--- config.mk ---
export PLATFORM = sky130hd
export DESIGN_NAME = pipeline_dump_tx
export DESIGN_NICKNAME = d
export VERILOG_FILES = /design/src/rtl/pipeline_dbg_pkg.sv /design/src/rtl/pipeline_dump_tx_uart_baud_tick.sv /design/src/rtl/pipeline_dump_tx.sv
export SDC_FILE = /design/constraint.sdc
export NUM_CORES = 1
export LEC_CHECK = 0
export CORE_ASPECT_RATIO = 0.6
export CORE_MARGIN = 2
export CORE_UTILIZATION = 54
export CTS_CLUSTER_DIAMETER = 120
export DETAILED_ROUTE_END_ITERATION = 10
export PLACE_DENSITY = 0.88
export SLEW_MARGIN = 20
export SYNTH_ARGS = -nofsm -noshare
export SYNTH_HDL_FRONTEND = slang
export SYNTH_SLANG_ARGS = --single-unit
export TNS_END_PERCENT = 50
--- constraint.sdc ---
create_clock -name clk -period 3.5 [get_ports clk]
set_clock_uncertainty 0.15 [all_clocks]
set_input_delay 0.525 -clock clk [delete_from_list [all_inputs] [get_ports clk]]
set_output_delay 0.525 -clock clk [all_outputs]
set_load 0.02 [all_outputs]
--- src/rtl/pipeline_dbg_pkg.sv ---
// Shared definitions for the pipeline debug-dump transmitter: FSM encoding,
// UART framing constants, debug address map and a bit-select helper.
package pipeline_dbg_pkg;

  typedef enum logic [2:0] {
    ST_IDLE  = 3'd0,
    ST_FETCH = 3'd1,
    ST_LOAD  = 3'd2,
    ST_START = 3'd3,
    ST_DATA  = 3'd4,
    ST_STOP  = 3'd5,
    ST_DONE  = 3'd6
  } dump_state_e;

  localparam logic START_BIT      = 1'b0;
  localparam logic STOP_BIT       = 1'b1;
  localparam int   BITS_PER_BYTE  = 8;
  localparam int   BYTES_PER_WORD = 4;

  localparam int   DBG_PC         = 0;
  localparam int   DBG_GPR_BASE   = 1;

  // Line bit for a given byte/bit position of a little-endian word.
  function automatic logic word_bit(input logic [31:0] word,
                                    input logic [1:0]  byte_idx,
                                    input logic [2:0]  bit_idx);
    return word[{byte_idx, bit_idx}];
  endfunction

endpackage

--- src/rtl/pipeline_dump_tx_uart_baud_tick.sv ---
// Bit-period timer: counts CLKS_PER_BIT cycles and flags the last cycle of
// each period; a synchronous clear re-aligns it to the start of a frame.
module uart_baud_tick #(
  parameter int CLKS_PER_BIT = 868
) (
  input  logic i_clk,
  input  logic i_rst_n,
  input  logic i_clear,
  output logic o_tick
);
  localparam int CNT_W = (CLKS_PER_BIT > 1) ? $clog2(CLKS_PER_BIT) : 1;
  localparam logic [CNT_W-1:0] LAST_CNT = CNT_W'(CLKS_PER_BIT - 1);

  logic [CNT_W-1:0] r_cnt;

  // Period counter, wraps on the last cycle so consecutive bits never drift.
  always_ff @(posedge i_clk or negedge i_rst_n) begin
    if (!i_rst_n) begin
      r_cnt <= '0;
    end else if (i_clear) begin
      r_cnt <= '0;
    end else if (r_cnt == LAST_CNT) begin
      r_cnt <= '0;
    end else begin
      r_cnt <= r_cnt + CNT_W'(1);
    end
  end

  assign o_tick = (r_cnt == LAST_CNT) && !i_clear;

endmodule

--- src/rtl/pipeline_dump_tx.sv ---
// Debug dump transmitter: freezes the pipeline, reads NUM_WORDS debug words
// through the debug port and sends them little-endian over a UART 8N1 line.
module pipeline_dump_tx
  import pipeline_dbg_pkg::*;
#(
  parameter int CLKS_PER_BIT = 868,
  parameter int NUM_WORDS    = 33,
  parameter int ADDR_W       = 6
) (
  input  logic              clk,
  input  logic              rst,
  input  logic              run_en,
  input  logic              dump_req,
  input  logic [31:0]       dbg_data,
  output logic [ADDR_W-1:0] dbg_addr,
  output logic              pipe_enable,
  output logic              tx,
  output logic              busy,
  output logic              done
);
  // Word 0 is the PC, so the last word index is also the last GPR address.
  localparam logic [ADDR_W-1:0] LAST_WORD = ADDR_W'(DBG_GPR_BASE + NUM_WORDS - 2);
  localparam logic [2:0]        LAST_BIT  = 3'(BITS_PER_BYTE - 1);
  localparam logic [1:0]        LAST_BYTE = 2'(BYTES_PER_WORD - 1);

  dump_state_e       r_state, w_state_nxt;
  logic [ADDR_W-1:0] r_word_idx, w_word_nxt;
  logic [1:0]        r_byte_idx, w_byte_nxt;
  logic [2:0]        r_bit_idx, w_bit_nxt;
  logic [31:0]       r_shift, w_shift_nxt;
  logic              w_tick, w_baud_clr;

  logic              r_tx, r_busy, r_done, r_pipe_en;
  logic [ADDR_W-1:0] r_dbg_addr;
  logic              w_tx_nxt, w_busy_nxt, w_done_nxt, w_pipe_en_nxt;

  assign w_baud_clr = !((r_state == ST_START) || (r_state == ST_DATA) || (r_state == ST_STOP));

  uart_baud_tick #(
    .CLKS_PER_BIT(CLKS_PER_BIT)
  ) u_baud (
    .i_clk  (clk),
    .i_rst_n(rst),
    .i_clear(w_baud_clr),
    .o_tick (w_tick)
  );

  // FSM state and datapath registers.
  always_ff @(posedge clk or negedge rst) begin
    if (!rst) begin
      r_state    <= ST_IDLE;
      r_word_idx <= '0;
      r_byte_idx <= 2'd0;
      r_bit_idx  <= 3'd0;
      r_shift    <= 32'd0;
    end else begin
      r_state    <= w_state_nxt;
      r_word_idx <= w_word_nxt;
      r_byte_idx <= w_byte_nxt;
      r_bit_idx  <= w_bit_nxt;
      r_shift    <= w_shift_nxt;
    end
  end

  // Next-state logic; bit-timed states only move on a baud tick.
  always_comb begin
    w_state_nxt = r_state;
    w_word_nxt  = r_word_idx;
    w_byte_nxt  = r_byte_idx;
    w_bit_nxt   = r_bit_idx;
    w_shift_nxt = r_shift;
    case (r_state)
      ST_IDLE: begin
        if (dump_req) begin
          w_state_nxt = ST_FETCH;
          w_word_nxt  = ADDR_W'(DBG_PC);
        end else begin
          w_state_nxt = ST_IDLE;
        end
      end
      ST_FETCH: w_state_nxt = ST_LOAD;
      ST_LOAD: begin
        w_shift_nxt = dbg_data;
        w_byte_nxt  = 2'd0;
        w_state_nxt = ST_START;
      end
      ST_START: begin
        if (w_tick) begin
          w_state_nxt = ST_DATA;
          w_bit_nxt   = 3'd0;
        end else begin
          w_state_nxt = ST_START;
        end
      end
      ST_DATA: begin
        if (!w_tick) begin
          w_state_nxt = ST_DATA;
        end else if (r_bit_idx == LAST_BIT) begin
          w_state_nxt = ST_STOP;
        end else begin
          w_bit_nxt = r_bit_idx + 3'd1;
        end
      end
      ST_STOP: begin
        if (!w_tick) begin
          w_state_nxt = ST_STOP;
        end else if (r_byte_idx != LAST_BYTE) begin
          w_byte_nxt  = r_byte_idx + 2'd1;
          w_state_nxt = ST_START;
        end else if (r_word_idx < LAST_WORD) begin
          w_word_nxt  = r_word_idx + ADDR_W'(1);
          w_state_nxt = ST_FETCH;
        end else begin
          w_state_nxt = ST_DONE;
        end
      end
      ST_DONE: w_state_nxt = ST_IDLE;
      default: w_state_nxt = ST_IDLE;
    endcase
  end

  // Outputs are derived from the next state so they line up with it after the edge.
  always_comb begin
    w_busy_nxt    = (w_state_nxt != ST_IDLE);
    w_done_nxt    = (w_state_nxt == ST_DONE);
    w_pipe_en_nxt = run_en & ~w_busy_nxt;
    case (w_state_nxt)
      ST_START: w_tx_nxt = START_BIT;
      ST_DATA:  w_tx_nxt = word_bit(w_shift_nxt, w_byte_nxt, w_bit_nxt);
      default:  w_tx_nxt = STOP_BIT;
    endcase
  end

  // Output registers; reset drives the line idle-high at once.
  always_ff @(posedge clk or negedge rst) begin
    if (!rst) begin
      r_tx       <= STOP_BIT;
      r_busy     <= 1'b0;
      r_done     <= 1'b0;
      r_pipe_en  <= 1'b0;
      r_dbg_addr <= '0;
    end else begin
      r_tx       <= w_tx_nxt;
      r_busy     <= w_busy_nxt;
      r_done     <= w_done_nxt;
      r_pipe_en  <= w_pipe_en_nxt;
      r_dbg_addr <= w_word_nxt;
    end
  end

  assign tx          = r_tx;
  assign busy        = r_busy;
  assign done        = r_done;
  assign pipe_enable = r_pipe_en;
  assign dbg_addr    = r_dbg_addr;

endmodule
Yosys cells after proc, flatten, opt, wreduce, memory -nomap -nowiden:

Cells that the tools add are included.

* $add $sub $neg: 4
* magnitude comparators: 2
* equality and inequality tests: 15
* mux-type cells: 26
* bitwise operators: 2
* reduce and logical (&&, ||, !) cells: 7

Operators with widths (number)
* $mux W32: 1
* $mux W3: 9
* $mux W6: 4
* $mux W10: 2
* $pmux W3 S6: 1
* $eq A3 B3 Y1 const B: 5
* $pmux W6 S2: 1
* $add A10 B1 Y10 const B: 1
* $eq A10 B10 Y1 const B: 1
* $eq A3 B2 Y1 const B: 3
* $ne A2 B2 Y1 const B: 4
* $add A6 B1 Y6 const B: 1
* $lt A5 B6 Y1 const B: 1
* $lt A6 B6 Y1 const B: 1
* $pmux W3 S2: 1
* $bmux W1 S5: 1
* $reduce_and A5 Y1: 1
* $mux W2: 2
* $pmux W2 S2: 1
* $add A3 B1 Y3 const B: 1
* $eq A3 B1 Y1 const B: 1
* $logic_not A3 Y1: 1
* $reduce_bool A3 Y1: 1
* $add A2 B1 Y2 const B: 1
* 8 further kinds: 10

* register bits after elaboration: 60
* input bits: 36
* output and inout bits: 10
* logic and storage cells: 66

Depth between registers and ports, before layout:

Gate-level depths: netlist (run 1).

* word-level depth: 9
* gate-level depth with buffers: 11
* depth with buffers taken out: 10

By module:

Synthesis (run 1) repeated with hierarchy kept, for this count alone.

* cell total of the unflattened synthesis: 271
* area total of the unflattened synthesis: 3161.8 um^2

Modules (own cells, without submodules)
* pipeline_dump_tx: instances 1, cells an instance 219, area an instance 2635.0 um^2, seq. area each 1252.5 um^2
* uart_baud_tick: instances 1, cells an instance 52, area an instance 526.8 um^2, seq. area each 250.2 um^2

Least setup slack after synthesis (run 1):

OpenSTA, ideal clock, no wires.

* path kind: register -> register
* from: register u_baud.r_cnt[0]
* to: register r_tx (netlist: tx)
* setup time: 92 ps
* data arrival time: 2425 ps
* data required time: 3258 ps
* setup slack: 833 ps
* stages on the path, launching flop included: 11
* path buffers: 1
* clock period less this slack: 2667 ps
* path through: dfrtp_1 ha_1 and4bb_4 nand3_4 o21a_1 nor2_2 buf_6 mux4_2 or2_0 a21oi_2 o32ai_2

* longest elaborated chain between the ends: 7
* elaborated cells between the ends (all ways): 16
* classes of those cells: eq/ne (3); mux (12); reduce/logical (1)

Ends and longest elaborated chain
* from (decl): RTL line pipeline_dump_tx_uart_baud_tick.sv:14 `logic [CNT_W-1:0] r_cnt;`
* from (signal assigned): RTL line pipeline_dump_tx_uart_baud_tick.sv:25 `r_cnt <= r_cnt + CNT_W'(1);`
* $eq A10 B10 Y1 (*): RTL line pipeline_dump_tx_uart_baud_tick.sv:29 `assign o_tick = (r_cnt == LAST_CNT) && !i_clear;`
* $logic_and A1 B1 Y1 (*): RTL line pipeline_dump_tx_uart_baud_tick.sv:29
* $mux W3, or another cell as far along: RTL line pipeline_dump_tx.sv:96 `if (!w_tick) begin`
* $pmux W3 S2 or $pmux W2 S2 (tied branches): RTL line pipeline_dump_tx.sv:72 `case (r_state)`
* $bmux W1 S5: RTL line pipeline_dbg_pkg.sv:27 `return word[{byte_idx, bit_idx}];`
* $mux W1 (implied by the code): RTL line pipeline_dbg_pkg.sv:27
* $pmux W1 S2 (*): RTL line pipeline_dump_tx.sv:127 `case (w_state_nxt)`
* net w_tx_nxt: RTL line pipeline_dump_tx.sv:35 `logic w_tx_nxt, w_busy_nxt, w_done_nxt, w_pipe_en_nxt;`
* to (signal assigned): RTL line pipeline_dump_tx.sv:143 `r_tx <= w_tx_nxt;`
* to (decl): RTL line pipeline_dump_tx.sv:33 `logic r_tx, r_busy, r_done, r_pipe_en;`

The timed path passes the listed nets; every way through them passes the cells marked *. The select of a mux whose other input is x is not followed.
A chain may end at the register's enable or synchronous reset.

Worst setup path after layout (run 1):

* from: register r_state[2]
* to: register r_tx (netlist: tx)

* longest elaborated chain between the ends: 9
* elaborated cells between the ends (all ways): 25
* classes of those cells: eq/ne (7); mux (14); reduce/logical (4)

Ends and longest elaborated chain
* from (decl): RTL line pipeline_dump_tx.sv:26 `dump_state_e r_state, w_state_nxt;`
* from (signal assigned): RTL line pipeline_dump_tx.sv:57 `r_state <= w_state_nxt;`
* $eq A3 B2 Y1 or $eq A3 B3 Y1 (tied branches): RTL line pipeline_dump_tx.sv:37, pipeline_dump_tx.sv:72
* $logic_or A1 B1 Y1 (2 in a row): RTL line pipeline_dump_tx.sv:37 `assign w_baud_clr = !((r_state == ST_START) || (r_state == ST_DATA) || (r_state == ST_STOP));`
* $logic_and A1 B1 Y1: RTL line pipeline_dump_tx_uart_baud_tick.sv:29
* $mux W3, or another cell as far along: RTL line pipeline_dump_tx.sv:96
* $pmux W3 S2 or $pmux W2 S2 (tied branches): RTL line pipeline_dump_tx.sv:72
* $bmux W1 S5: RTL line pipeline_dbg_pkg.sv:27
* $mux W1 (implied by the code): RTL line pipeline_dbg_pkg.sv:27
* $pmux W1 S2 (*): RTL line pipeline_dump_tx.sv:127
* net w_tx_nxt: RTL line pipeline_dump_tx.sv:35

Marks and branches as above.

==> run_results.csv, run 1 <==
group,metric,value,unit
finish,nets,352,
routing,totalWireLength,6660,µm
critical_path,r2r_slack,520,ps
power,p_per_area,581,nW/µm²
power,cellLeakagePower,1.55,nW
routing,wl_per_cell,16.7,µm
power,vdd_drop_max,0.400,mV
placement,portBuffers,45,
outcome,outcome,"finished clean",
critical_path,endpoint_kind,"flip-flop",
routing,first_pass_iters,4,
logic_synthesis,syn_inst,262,
clock_network,cts_buffers,9,
clock_network,htreeDepth,3,
routing,route.detailed.drc,0,
die,coreArea,5540,µm²
job,max_cap_violations,0,
critical_path,reg2reg_depth,9,
logic_synthesis,synth_edf_count,0,
routing,viasPerCell,5.64,
clock_network,path_clk_slew,70,ps
critical_path,crit_type,"flip-flop to flip-flop",
power,swShare,29.4,%
die,io_pins,46,
worst_hold_path,min-delay-start,"u_baud.r_cnt[0]$_DFF_PN0_",
sta,tightest_slew,685,ps
clock_network,cts-root-buf,"clkbuf_8",
routing,num_vias,2244,
finish,synthToLayoutAreaGrowth,23.7,%
die,fp.dieH,62.5,µm
sta,grt_setup_unrepaired,"false",
global_routing,grt_pass1_vias,2191,
worst_hold_path,holdPathEnd,"u_baud.r_cnt[0]$_DFF_PN0_",
sta,max_freq,0.335,GHz
placement,dp_hpwl,4780,µm
routing,ant_nets,0,
critical_path,crit_arrival,3100,ps
sta,finalSetupViolCount,0,
global_routing,antenna_found_initial,0,
sta,hold_violations,0,
critical_path,r2r-start,"r_state[2]$_DFF_PN0_",
worst_hold_path,holdPathStages,1,
power,p_sw,0.650,mW
die,num_rows,21,
finish,drive_above_1_share,26.1,%
die,initial_utilization,55.5,%
critical_path,critPathMaxFanout,14,
critical_path,r2r_end,"tx$_DFF_PN1_",
logic_synthesis,synthArstFlopShare,100,%
global_routing,track_usage,23.8,%
sta,slew_headroom,54.0,%
logic_synthesis,seq_area_frac_synth,48.8,%
logic_synthesis,synth.avg_cell_area,11.7,µm²
clock_network,cts_num_sinks,60,
finish,layout.cells.non_filler,398,
power,intPower,1.56,mW
placement,globalplace.congestion,0.831,
placement,dp_cells,381,
global_routing,grt_pass1_wl,11100,µm
worst_hold_path,min_path_type,"flip-flop to flip-flop",
sta,slew_violations,0,
clock_network,clkLatencyLatePin,350,ps
logic_synthesis,synthFlopType,"dfrtp_1",
die,dieArea,6340,µm²
logic_synthesis,mappedNetlistNets,301,
clock_network,cts_tree,"done",
power,seq_power_share,45.9,%
power,clkPwrFrac,28.4,%
power,combinationalPowerShare,25.7,%
clock_network,cts_max_path_buffers,2,
sta,fin_crit_sh,85.3,%
logic_synthesis,netlist_area,3080,µm²
die,die_w,101,µm
logic_synthesis,synth.distinct_cells,66,
critical_path,cp-start-kind,"flip-flop",
logic_synthesis,ys_ff_latch,60,
critical_path,cp.required,3620,ps
sta,min_period,2980,ps
sta,setup_tns,0,ps
logic_synthesis,ys_warn_count,0,
clock_network,post_cts_buffers,0,
routing,drt_iter0_drc,221,
global_routing,grt_overflow,0,
finish,diodes,0,
global_routing,grt_max_degree,46,
[power groups by stage]
stage,combinational [mW],clock (mW),sequential (mW)
global route,0.622,0.687,1.04
finish,0.567,0.628,1.01
CTS,0.571,0.644,1.02
detailed placement,0.565,0,1.03
floorplan,0.395,0,1.00
global placement,0.547,0,1.01
[flip-flops by register name, indices dropped and copies added (netlist names)]
signal / flops
busy: 1
dbg_addr: 6
done: 1
pipe_enable: 1
r_bit_idx: 3
r_byte_idx: 2
r_shift: 32
r_state: 3
tx: 1
u_baud.r_cnt: 10
[critical path, cell delays in order (launching register included)]
cell	delay, ps
dfrtp_1	630
nor2b_1	480
a21oi_1	160
o21a_1	240
nor2_2	200
buf_4	210
mux2_2	340
o221a_1	260
o31ai_1	90
o32ai_2	130
[final cells by class]
class | instances | area (µm²)
fillers | 427 | 1740
multi-input cells | 183 | 1480
clock inverters | 7 | 76.3
clock buffers | 9 | 124
flip-flops and latches | 60 | 1500
well taps | 80 | 100
repair buffers | 50 | 485
inverters | 9 | 33.8
[cell families (layout without fill, tap and decap cells)]
kind of cell    Yosys count  after routing  synth area share [%]
buf+inv                  19             75                  2.97
compound gates           39             39                  9.72
mux                      43             43                  16.2
fa+ha+maj                 3              3                  1.22
simple gates             87             87                  18.0
flops                    60             60                  48.8
xor+xnor                 11             11                  3.13
[worst max path at each step]
stage                                   start            to  slack (ps)  cells after the start
global placement         r_state[2]$_DFF_PN0_  tx$_DFF_PN1_         710                      9
CTS                      r_state[2]$_DFF_PN0_  tx$_DFF_PN1_         520                      9
global route             r_state[2]$_DFF_PN0_  tx$_DFF_PN1_         320                     10
detailed placement       r_state[2]$_DFF_PN0_  tx$_DFF_PN1_         550                      9
floorplan           u_baud.r_cnt[0]$_DFF_PN0_  tx$_DFF_PN1_         830                     10
finish                   r_state[2]$_DFF_PN0_  tx$_DFF_PN1_         520                      9
[timing repair]
item | CTS | global route
gates resized for setup | 0 | 0
hold buffers | 1 | 0
hold endpoints to repair | 15 | 0
[cell usage in the layout (no fill, tap or decap), drive strengths merged, types with 3 or more instances in the layout]
cell type	n
nand2b	3
o21ai	7
nor2	28
mux2i	7
nand3	9
ha	3
a21oi	10
clkinv	3
or3	3
dfrtp	59
xor2	8
nor3	6
xnor2	3
nand4	6
mux2	34
nand2	14
buf	5
clkbuf	9
inv	10
clkdlybuf4s50	44
[cells in the mapped netlist (all sizes together), types with 2 or more instances]
library cell   n  area, µm²
mux2          34        383
or4            2       15.0
xor2           8       70.1
dfrtp         59       1480
or2            2       12.5
nand4          6       37.5
o211ai         2       15.0
o32ai          2       25.0
nand2b         3       26.3
a21boi         2       15.0
nor3           6       41.3
buf            9       53.8
o21ai          7       35.0
o21a           2       15.0
mux4           2       45.0
mux2i          7       70.1
o22ai          2       12.5
a21oi         10       68.8
nor2          28        123
ha             3       37.5
a31oi          2       12.5
nand2         14       52.6
o31ai          2       20.0
or3            3       23.8
inv            9       33.8
nor4           2       33.8
xnor2          3       26.3
nand3b         2       15.0
nand3          9       57.6
[stage by stage]
stage / power (mW) / setup slack, ps / instance area (µm²) / hold slack (ps) / utilization (%)
after CTS: 2.23 / 521 / 3810 / 339 / 68.7
final: 2.21 / 515 / 3810 / 341 / 68.7
after global placement: 1.56 / 711 / 3600 / 296 / 64.9
after detailed placement: 1.59 / 555 / 3600 / 299 / 64.9
after global routing: 2.35 / 319 / 3810 / 368 / 68.7
after floorplan: 1.40 / 833 / 3080 / 79.4 / -
[per-layer routing]
metal  track usage [%]  share of wire, %  wire length (µm)  vias to the layer above
met5                 0                 0                 0                        -
met2              32.6                44              2950                       88
met4              6.76               1.5                99                        0
met1              34.1                47              3100                     1092
li1                  -                 -                 -                     1051
met3              10.7               7.7               514                       13
No activity file was read; power rests on OpenSTA's default activity.
==> run 2, diff against run 1 <==
--- a/config.mk
+++ b/config.mk
@@ -11,7 +11,7 @@
 export CTS_CLUSTER_DIAMETER = 120
 export DETAILED_ROUTE_END_ITERATION = 10
 export PLACE_DENSITY = 0.88
-export SLEW_MARGIN = 20
+export SLEW_MARGIN = 0
 export SYNTH_ARGS = -nofsm -noshare
 export SYNTH_HDL_FRONTEND = slang
 export SYNTH_SLANG_ARGS = --single-unit
==> results of run 2 <==
Same layout as run 1: the final DEF is identical, and so are final timing and power.
==> edit, RTL diff (config.mk and constraints of run 1) <==
Re-encode `dump_state_e` (7 states) as Gray code, 3 bits wide.
--- a/src/rtl/pipeline_dbg_pkg.sv
+++ b/src/rtl/pipeline_dbg_pkg.sv
@@ -5,9 +5,9 @@
   typedef enum logic [2:0] {
-    ST_IDLE  = 3'd0,
-    ST_FETCH = 3'd1,
-    ST_LOAD  = 3'd2,
-    ST_START = 3'd3,
-    ST_DATA  = 3'd4,
-    ST_STOP  = 3'd5,
-    ST_DONE  = 3'd6
+    ST_IDLE  = 3'b000,
+    ST_FETCH = 3'b001,
+    ST_LOAD  = 3'b011,
+    ST_START = 3'b010,
+    ST_DATA  = 3'b110,
+    ST_STOP  = 3'b111,
+    ST_DONE  = 3'b101
   } dump_state_e;
Formal check against the unedited RTL: no difference found for any inputs over 10 cycles, from zero or initial values and one cycle with rst low; not proved beyond that.
==> edit against run 1 <==
  * Setup slack worse by 0.0012 ns
  * Sequential cell count unchanged
  * Wire length down 14%
  * Final area down 6.8%
  * Synthesized area down 5.7%
  * Critical path type unchanged
  * Highest routed layer unchanged
  * Hold slack worse by 0.16 ns
  * Non-clock buffer count down 2
Power is not compared: it rests on default switching activity, and its combinational part moved more than twofold at a synthesized area within 25%.
==> edit: results (changes against run 1) <==
Parameter                              Value

Power
  Static Leak ... 1.56 nW
  Pint ... 1.04 mW
  Seq pwr ... 722 µW
  Power share of the combinational group ... 7.4%
  Max VDD drop ... 0.298 mV

Min path
  Hold Crit Class ... input port to async pin

Logic synthesis
  Number of distinct library cells after synthesis ... 51 (-23%)
  Share of async-settable or async-resettable flops after synthesis ... 100% (unchanged)
  Area fraction in compound gates after synthesis ... 4.91% (-4.8 points)
  Warnings, synthesis ... 0 (unchanged)
  Syn Nets ... 280 (-7.0%)
  Multiplexer share of the synthesized area ... 22.1% (+5.9 points)
  Adder and majority cell fraction of the synthesized area ... 1.29% (+0.073 points)
  Commonest cells in the netlist ... dfrtp_1 (59), mux2_2 (33), mux2i_1 (27)
  Dominant cells by area after synthesis ... dfrtp_1 (51%), mux2_2 (13%), mux2i_1 (9.3%), nor2_1 (3.0%), xor2_1 (2.4%)
  Fraction of synthesized cell area in xor and xnor cells ... 3.32% (+0.19 points)
  Proportion of synthesized chip area in sequential cells ... 51.7% (+2.9 points)
  Synth Flop Type ... dfrtp_1

Place
  Half-perimeter wire length of the detailed placement result ... 4120 µm (-14%)
  Routability congestion estimate ... 0.883 (+6.4%)
  Number of input and output port buffers inserted ... 45 (unchanged)
  Placed standard-cell area ... 0.00339 mm² (-5.7%)

Setup path
  Capture instance of the worst register-to-register path ... tx
  Critical register-to-register path startpoint ... u_baud.r_cnt[0]
  Logic depth of the worst register-to-register path ... 10 (+1)
  Critical path arrival ... 3.09 ns (about the same)
  CP max stage cell ... or4_1
  Biggest fanout along the worst timing path ... 17 (+3)
  Delay of the slowest cell on the worst path ... 0.41 ns (-0.22 ns)
  Worst R2R Setup Slack ... 0.51 ns (about the same)
  Crit Path Category ... register to register
  Delay-heaviest family, CP ... simple AND/OR/NAND/NOR gates

Global route
  GRT Total Usage ... 21.5% (-2.3 points)
  Wire length of the first global-routing pass ... 9730 µm (-12%)
  Pin count of the biggest net entering global routing ... 44 (-4.3%)
  Initial antenna violation count ... 0 (unchanged)

Finish
  NumNets Final ... 330 (-6.3%)
  Number of flip-flops in the largest register ... 32 (unchanged)
  Number of diodes ... 0 (unchanged)
  Share of cells above drive strength 1 ... 20.7% (-5.4 points)
  Most flops, register ... r_shift
  Total of fill cells in the finished design ... 368 (-14%)

Clock network
  Largest buffer count on any clock path ... 2 (unchanged)
  Clock H-tree levels ... 3 (unchanged)
  Clock network latency to the later pin of the worst-skew pair ... 0.34 ns
  Post-CTS clock slew at the launch and capture registers of the worst setup and hold paths ... 0.06 ns
  # resized after CTS ... 0 (unchanged)
  CTS Root Cell ... clkbuf_8
  Number of buffers inserted to repair setup after CTS ... 0 (unchanged)
  TritonCTS buffer count ... 9 (unchanged)

Detailed routing
  Vias ... 1976 (-12%)
  DRT Wirelength ... 5700 µm (-14%)
  DR iter-0 viols ... 170 (-23%)
  Drt pass-1 iters ... 5 (+1)
  DRC Markers ... 0 (unchanged)

STA
  Final setup vio count ... 0 (unchanged)
  Tightest Pin Transition ... 0.940 ns (+0.254 ns)

Outcome
  Outcome ... complete, no violations
-- edit: cell types whose count changed after synthesis, moves of 3 or more --
cell	change
inv_1	+4
a21oi_1	-6
o21ai_0	-3
and3_1	+3
buf_2	-5
mux2i_1	+20
nor3_1	-4
-- edit: metrics by stage --
| stage | worst slack, ns | power (mW) | instances | hold WS [ns] | utilization (%) |
|---|---|---|---|---|---|
| after floorplan | 0.774 | 0.767 | 241 | 0.0794 | - |
| after global placement | 0.622 | 0.831 | 346 | 0.316 | 66.1 |
| after detailed placement | 0.520 | 0.834 | 346 | 0.332 | 66.1 |
| after CTS | 0.516 | 1.35 | 360 | 0.212 | 69.2 |
| after global routing | 0.319 | 1.39 | 360 | 0.250 | 69.2 |
| final | 0.514 | 1.33 | 360 | 0.180 | 69.2 |
-- edit: area by class of cell --
cell class / count / area, µm² / share of cell area, %
clock buffer: 11 / 141 / 3.98
timing repair buffer: 48 / 468 / 13.2
sequential: 60 / 1500 / 42.3
tap: 66 / 82.6 / 2.33
multi-input combinational: 161 / 1300 / 36.6
clock inverter: 3 / 15.0 / 0.423
inverter: 11 / 41.3 / 1.16
-- edit: worst min-delay path by stage --
stage / start / to / slack (ns)
after CTS: rst / r_bit_idx[0] / 0.21
after global routing: rst / r_bit_idx[1] / 0.25
after detailed placement: r_shift[6] / r_shift[6] / 0.33
after floorplan: rst / busy / 0.08
final: rst / r_bit_idx[0] / 0.18
after global placement: u_baud.r_cnt[0] / u_baud.r_cnt[0] / 0.32
-- edit: routing by layer --
metal | track usage (%) | share of wire (%) | up-vias
met5 | 0 | 0 | -
met4 | 7.44 | 1.3 | 0
met3 | 8.18 | 7.2 | 7
met2 | 32.4 | 43 | 70
met1 | 29.2 | 48 | 951
li1 | - | - | 948
